[src/rtl/dmem_arbiter.sv]
// Shares one synchronous-read data-memory port between the core (m0) and a DMA/debug loader (m1).
// Round-robin grant with a bounded lock run; read data is steered back to the requester that issued it.
module dmem_arbiter #(
  parameter int ADDR_W   = 32,
  parameter int DATA_W   = 32,
  parameter int LOCK_MAX = 8
) (
  input  logic              clk,
  input  logic              rst_n,
  input  logic              m0_req,
  input  logic              m0_we,
  input  logic [ADDR_W-1:0] m0_addr,
  input  logic [DATA_W-1:0] m0_wdata,
  input  logic              m0_lock,
  input  logic              m1_req,
  input  logic              m1_we,
  input  logic [ADDR_W-1:0] m1_addr,
  input  logic [DATA_W-1:0] m1_wdata,
  input  logic              m1_lock,
  output logic              m0_gnt,
  output logic              m1_gnt,
  output logic              m0_rvalid,
  output logic              m1_rvalid,
  output logic [DATA_W-1:0] m0_rdata,
  output logic [DATA_W-1:0] m1_rdata,
  output logic              mem_en,
  output logic              mem_we,
  output logic [ADDR_W-1:0] mem_addr,
  output logic [DATA_W-1:0] mem_wdata,
  input  logic [DATA_W-1:0] mem_rdata
);

  localparam int CNT_W = $clog2(LOCK_MAX + 1);

  logic             last;
  logic [CNT_W-1:0] lock_cnt;
  logic             rsp_v;
  logic             rsp_id;

  logic              in_run;
  logic              hold;
  logic              any_gnt;
  logic              gnt_id;
  logic              sel_we;
  logic              sel_lock;
  logic [ADDR_W-1:0] sel_addr;
  logic [DATA_W-1:0] sel_wdata;

  always_comb begin
    in_run  = (lock_cnt != '0) && (lock_cnt < CNT_W'(LOCK_MAX));
    hold    = in_run && (last ? m1_req : m0_req);
    // Grants are suppressed while reset is asserted even if requests are pending.
    any_gnt = rst_n && (m0_req || m1_req);
    if (hold) begin
      gnt_id = last;
    end else if (m0_req && m1_req) begin
      gnt_id = ~last;
    end else begin
      gnt_id = m1_req;
    end

    sel_we    = gnt_id ? m1_we    : m0_we;
    sel_lock  = gnt_id ? m1_lock  : m0_lock;
    sel_addr  = gnt_id ? m1_addr  : m0_addr;
    sel_wdata = gnt_id ? m1_wdata : m0_wdata;

    m0_gnt    = any_gnt && !gnt_id;
    m1_gnt    = any_gnt && gnt_id;
    mem_en    = any_gnt;
    mem_we    = any_gnt && sel_we;
    mem_addr  = any_gnt ? sel_addr  : '0;
    mem_wdata = any_gnt ? sel_wdata : '0;

    m0_rvalid = rsp_v && !rsp_id;
    m1_rvalid = rsp_v && rsp_id;
    m0_rdata  = m0_rvalid ? mem_rdata : '0;
    m1_rdata  = m1_rvalid ? mem_rdata : '0;
  end

  always_ff @(posedge clk or negedge rst_n) begin
    if (!rst_n) begin
      last     <= 1'b1;
      lock_cnt <= '0;
      rsp_v    <= 1'b0;
      rsp_id   <= 1'b0;
    end else if (any_gnt) begin
      last   <= gnt_id;
      rsp_v  <= !sel_we;
      rsp_id <= gnt_id;
      // A locked run only extends when the same owner keeps the port inside the bound.
      if (!sel_lock) begin
        lock_cnt <= '0;
      end else if ((gnt_id == last) && in_run) begin
        lock_cnt <= lock_cnt + CNT_W'(1);
      end else begin
        lock_cnt <= CNT_W'(1);
      end
    end else begin
      lock_cnt <= '0;
      rsp_v    <= 1'b0;
    end
  end

endmodule

[config.mk]
export PLATFORM = sky130hd
export DESIGN_NAME = dmem_arbiter
export DESIGN_NICKNAME = d
export VERILOG_FILES = /design/src/rtl/dmem_arbiter.sv
export SDC_FILE = /design/constraint.sdc
export NUM_CORES = 1
export LEC_CHECK = 0
export ABC_AREA = 1
export CAP_MARGIN = 20
export CORE_AREA = 2 2 119 121
export DETAILED_ROUTE_END_ITERATION = 7
export DIE_AREA = 0 0 121 123
export SLEW_MARGIN = 20
export SYNTH_ARGS = -nofsm -noshare
export SYNTH_HDL_FRONTEND = slang
export SYNTH_SLANG_ARGS = --single-unit
[constraint.sdc]
create_clock -name clk -period 4.02 [get_ports clk]
set_clock_uncertainty 0.15 [all_clocks]
set_input_delay 0.804 -clock clk [delete_from_list [all_inputs] [get_ports clk]]
set_output_delay 0.804 -clock clk [all_outputs]
set_load 0.005 [all_outputs]
==> summary.md <==
| Metric | Value |
|---|---|
| Placeable Area | `13610 µm²` |
| Netlist area before placement | `1690 µm²` |
| CP Max Fanout | `32` |
| R2R cell count | `10` |
| Status | `completed` |
| Post-synthesis share of cell area spent on and, or, nand and nor gates | `64.54%` |
| Sinks on Clock Net | `7` |
| Total nets after synthesis | `540` |
| CP arrival | `2.88 ns` |
| Diodes inserted | `0` |
| Number of buffer and inverter stages on the critical path | `5` |
| Die boundary width | `121 µm` |
| Data required time at the worst endpoint | `3.07 ns` |
| Startpoint type of the worst setup path | `input port` |
| Most common library cell in the layout ignoring fill and taps | `sky130_fd_sc_hd__clkdlybuf4s50_1` |
| Largest net degree at the start of global routing | `67` |
| Number of vias in the routed layout | `3047` |
| Main combinational cell family by area after synthesis | `simple AND/OR/NAND/NOR gates` |
| Post-layout power | `0.8445 mW` |
| Worst flop-to-flop path endpoint | `last` |
| Number of buffers inserted by post-CTS setup repair | `0` |
| Worst hold start | `last` |
| Number of global-route vias before repair | `2740` |
| Worst Setup Slack post-DPL | `0.1903 ns` |
| Crit path capture type | `output port` |
| Post-Synthesis Cells | `370` |
| Post-layout minimum cycle time | `3.837 ns` |
| Per-cell via count in the routed design | `3.610` |
| Post-detailed-route DRC marker count | `0` |
| Proportion of power drawn by flip-flops and latches | `9.7%` |
| Die Y | `123 µm` |
| Cts bufs inserted | `3` |
| Final worst path period share | `95.44%` |
| Adder-cell area share of the yosys netlist | `1.480%` |
| Initial core utilization | `12.42%` |
| P_leak | `2.320 nW` |
| Global-route congestion overflow total | `0` |
| Fraction of final layout cells sized beyond drive strength 1 | `3.313%` |
| Number of distinct library cells after synthesis | `23` |
| Final WL | `9.826 mm` |
| Post-synthesis mux area share | `0%` |
| Remaining antenna violation count after routing | `0` |
| Clock network fraction of total power | `19.9%` |
| Count of endpoints failing setup in the final report | `0` |
| Resized Gates After CTS | `0` |
| Worst-margin pin slew | `0.8743 ns` |
| Post-detailed-route wirelength per cell | `11.64 µm` |
| Post-route setup TNS | `0 ns` |
| CP Depth | `11` |
| Commonest cells after routing, fill and taps aside | `sky130_fd_sc_hd__clkdlybuf4s50_1 (301), sky130_fd_sc_hd__nand2_1 (206), sky130_fd_sc_hd__nor2_1 (69)` |
| Clock tree from TritonCTS | `built` |
| Critical-path top delay cell | `sky130_fd_sc_hd__clkdlybuf4s50_1` |
| Detailed-router iteration count before antenna repair | `4` |
| Cell row count | `43` |
| Type of the tightest min-delay check | `reg -> reg` |
| Clk Tree Root Cell | `sky130_fd_sc_hd__clkbuf_16` |
| Cells along the critical path | `clkdlybuf4s50_1, inv_1, o21ai_1, nand2_2, nand2_2, nand2_1, inv_2, buf_12, nand2_1, nand2_1, clkdlybuf4s50_1` |
| Max Fclk | `0.2606 GHz` |
| Number of antenna violations at the first check in global routing | `0` |
| Total number of yosys warnings | `0` |
| Max-Slew Margin vs Limit | `41.57%` |
| WHS Endpoint | `last` |
| Family with the most delay on the worst path | `buffers and inverters` |
| NumNets Final | `835` |
| Hold Worst Slack | `0.4037 ns` |
| Maximum Capacitance Violations | `0` |
| FF+latch count, synth | `7` |
| Reg2Reg Setup Slack | `2.12 ns` |
| Net switching component of the power | `0.2592 mW` |
| Hold violation total from the final report | `0` |
| Critical R2R Launch | `lock_cnt[0]` |
| Hold-critical path depth | `2` |
| Portion of the post-synthesis area used by sequential elements | `10.44%` |
| Compound-cell area share of the yosys netlist | `3.405%` |
| Number of DRC markers after the initial detailed-route iteration | `99` |
| Count of pins on the block boundary | `302` |
| Internal power contribution | `0.5853 mW` |
| Clock Pin Slew Worst Setup and Hold Paths | `0.03 ns` |
| Number of buffers added on ports | `301` |
| Comb power frac | `70.3%` |
| Power density normalized to cell area | `170.5 nW/µm²` |
| Post-synthesis xor/xnor area fraction | `1.036%` |
| Die Footprint | `14880 µm²` |
| Post-cts hold buffer count | `0` |
| Most frequent cell on the critical path | `sky130_fd_sc_hd__nand2_1` |
| Slew Viols, Final | `0` |
| Least setup slack across all paths after layout | `0.1832 ns` |
| Signed area change from the synthesized netlist to the final layout | `193.0%` |
| Weighted congestion reported at the end of routability-driven placement | `0.7626` |
| H-tree depth | `1` |
| CP peak stage delay | `0.50 ns` |
| Switching share of power | `30.69%` |
| Avg Synthesized Cell Area | `4.569 µm²` |
| Buffers from clock root to sink, at most | `2` |
| Gr usage total | `11.44%` |
| Setup repair after global routing missed its margin | `no` |
| Source-to-sink clock delay at the later pin of the worst-skew pair | `0.23 ns` |
| HPWL after DPL | `8.233 mm` |
| Setup Crit Path Kind | `in -> out` |
| Maximum resistive drop on vdd | `0.1124 mV` |
| Wire length of the first global-routing pass | `13.86 mm` |
-- layer usage --
layer	up-vias	wire length, µm	part of all wire [%]	track usage [%]
met3	11	916	9.3	2.583
li1	1648	-	-	-
met5	-	0	0	0
met4	0	129	1.3	2.471
met1	1239	3905	40	13.81
met2	149	4875	50	20.68
-- logic make-up (layout without fill, tap and decap cells) --
| family | Yosys count | after routing |
|---|---|---|
| simple gates | 284 | 284 |
| buf+inv | 67 | 361 |
| compound gates | 8 | 8 |
| flops | 7 | 7 |
| fa+ha+maj | 2 | 2 |
| xor+xnor | 2 | 2 |
-- state kept, by name, summed over array words and instances, names as in the netlist --
register and flops:
lock_cnt 4, rsp_id 1, last 1, rsp_v 1
-- final cells by class --
| cell class | instances | area (µm²) |
|---|---|---|
| clock buffers | 4 | 78.83 |
| fillers | 1474 | 8658 |
| inverters | 47 | 176.4 |
| multi-input cells | 296 | 1191 |
| flip-flops and latches | 7 | 176.4 |
| well taps | 180 | 225.2 |
| repair buffers | 310 | 3105 |
-- Yosys cell counts, drive strengths merged --
library cell / n / area share, %
nand2: 208 / 46
xor2: 1 / 0.52
clkbuf: 6 / 1.3
dfstp: 1 / 1.6
nor2: 70 / 16
o211ai: 1 / 0.44
buf: 14 / 7.3
nand3: 6 / 2.1
o21ai: 3 / 0.89
a21oi: 4 / 2.1
ha: 2 / 1.5
dfrtp: 6 / 8.9
inv: 47 / 10
xnor2: 1 / 0.52
-- worst max-delay path by stage --
stage           start       endpoint  slack, ns
2_1_floorplan  m0_req   mem_addr[10]       1.42
3_3_place_gp   m0_req  mem_wdata[27]       0.18
3_5_place_dp   m0_req  mem_wdata[27]       0.19
4_1_cts        m0_req  mem_wdata[27]       0.16
5_1_grt        m0_req  mem_wdata[24]       0.02
6_report       m0_req  mem_wdata[27]       0.18
-- metrics by stage --
| step | cells | instance area (µm²) | util, % |
|---|---|---|---|
| after global routing | 844 | 4954 | 36.39 |
| after floorplan | 370 | 1690 | - |
| after detailed placement | 840 | 4875 | 35.81 |
| after CTS | 844 | 4954 | 36.39 |
| after global placement | 840 | 4875 | 35.81 |
| final | 844 | 4954 | 36.39 |
-- power groups by stage --
stage / Sequential [mW] / Combinational [mW] / Clock [mW]
after global routing: 0.0833 / 0.648 / 0.177
after global placement: 0.0832 / 0.603 / 0
after floorplan: 0.0822 / 0.192 / 0
after CTS: 0.0825 / 0.603 / 0.171
after detailed placement: 0.0830 / 0.600 / 0
final: 0.0823 / 0.594 / 0.168
-- worst reg2reg max path: stages, from the launching register on --
cell and delay (ns):
sky130_fd_sc_hd__dfrtp_1 0.37, sky130_fd_sc_hd__inv_1 0.07, sky130_fd_sc_hd__ha_1 0.23, sky130_fd_sc_hd__a21oi_4 0.19
sky130_fd_sc_hd__nand2_1 0.08, sky130_fd_sc_hd__nand2_2 0.08, sky130_fd_sc_hd__nand2_2 0.09, sky130_fd_sc_hd__nor2_4 0.11
sky130_fd_sc_hd__buf_12 0.26, sky130_fd_sc_hd__inv_1 0.10, sky130_fd_sc_hd__o21ai_0 0.08
Power figures use the tool's default switching activity.
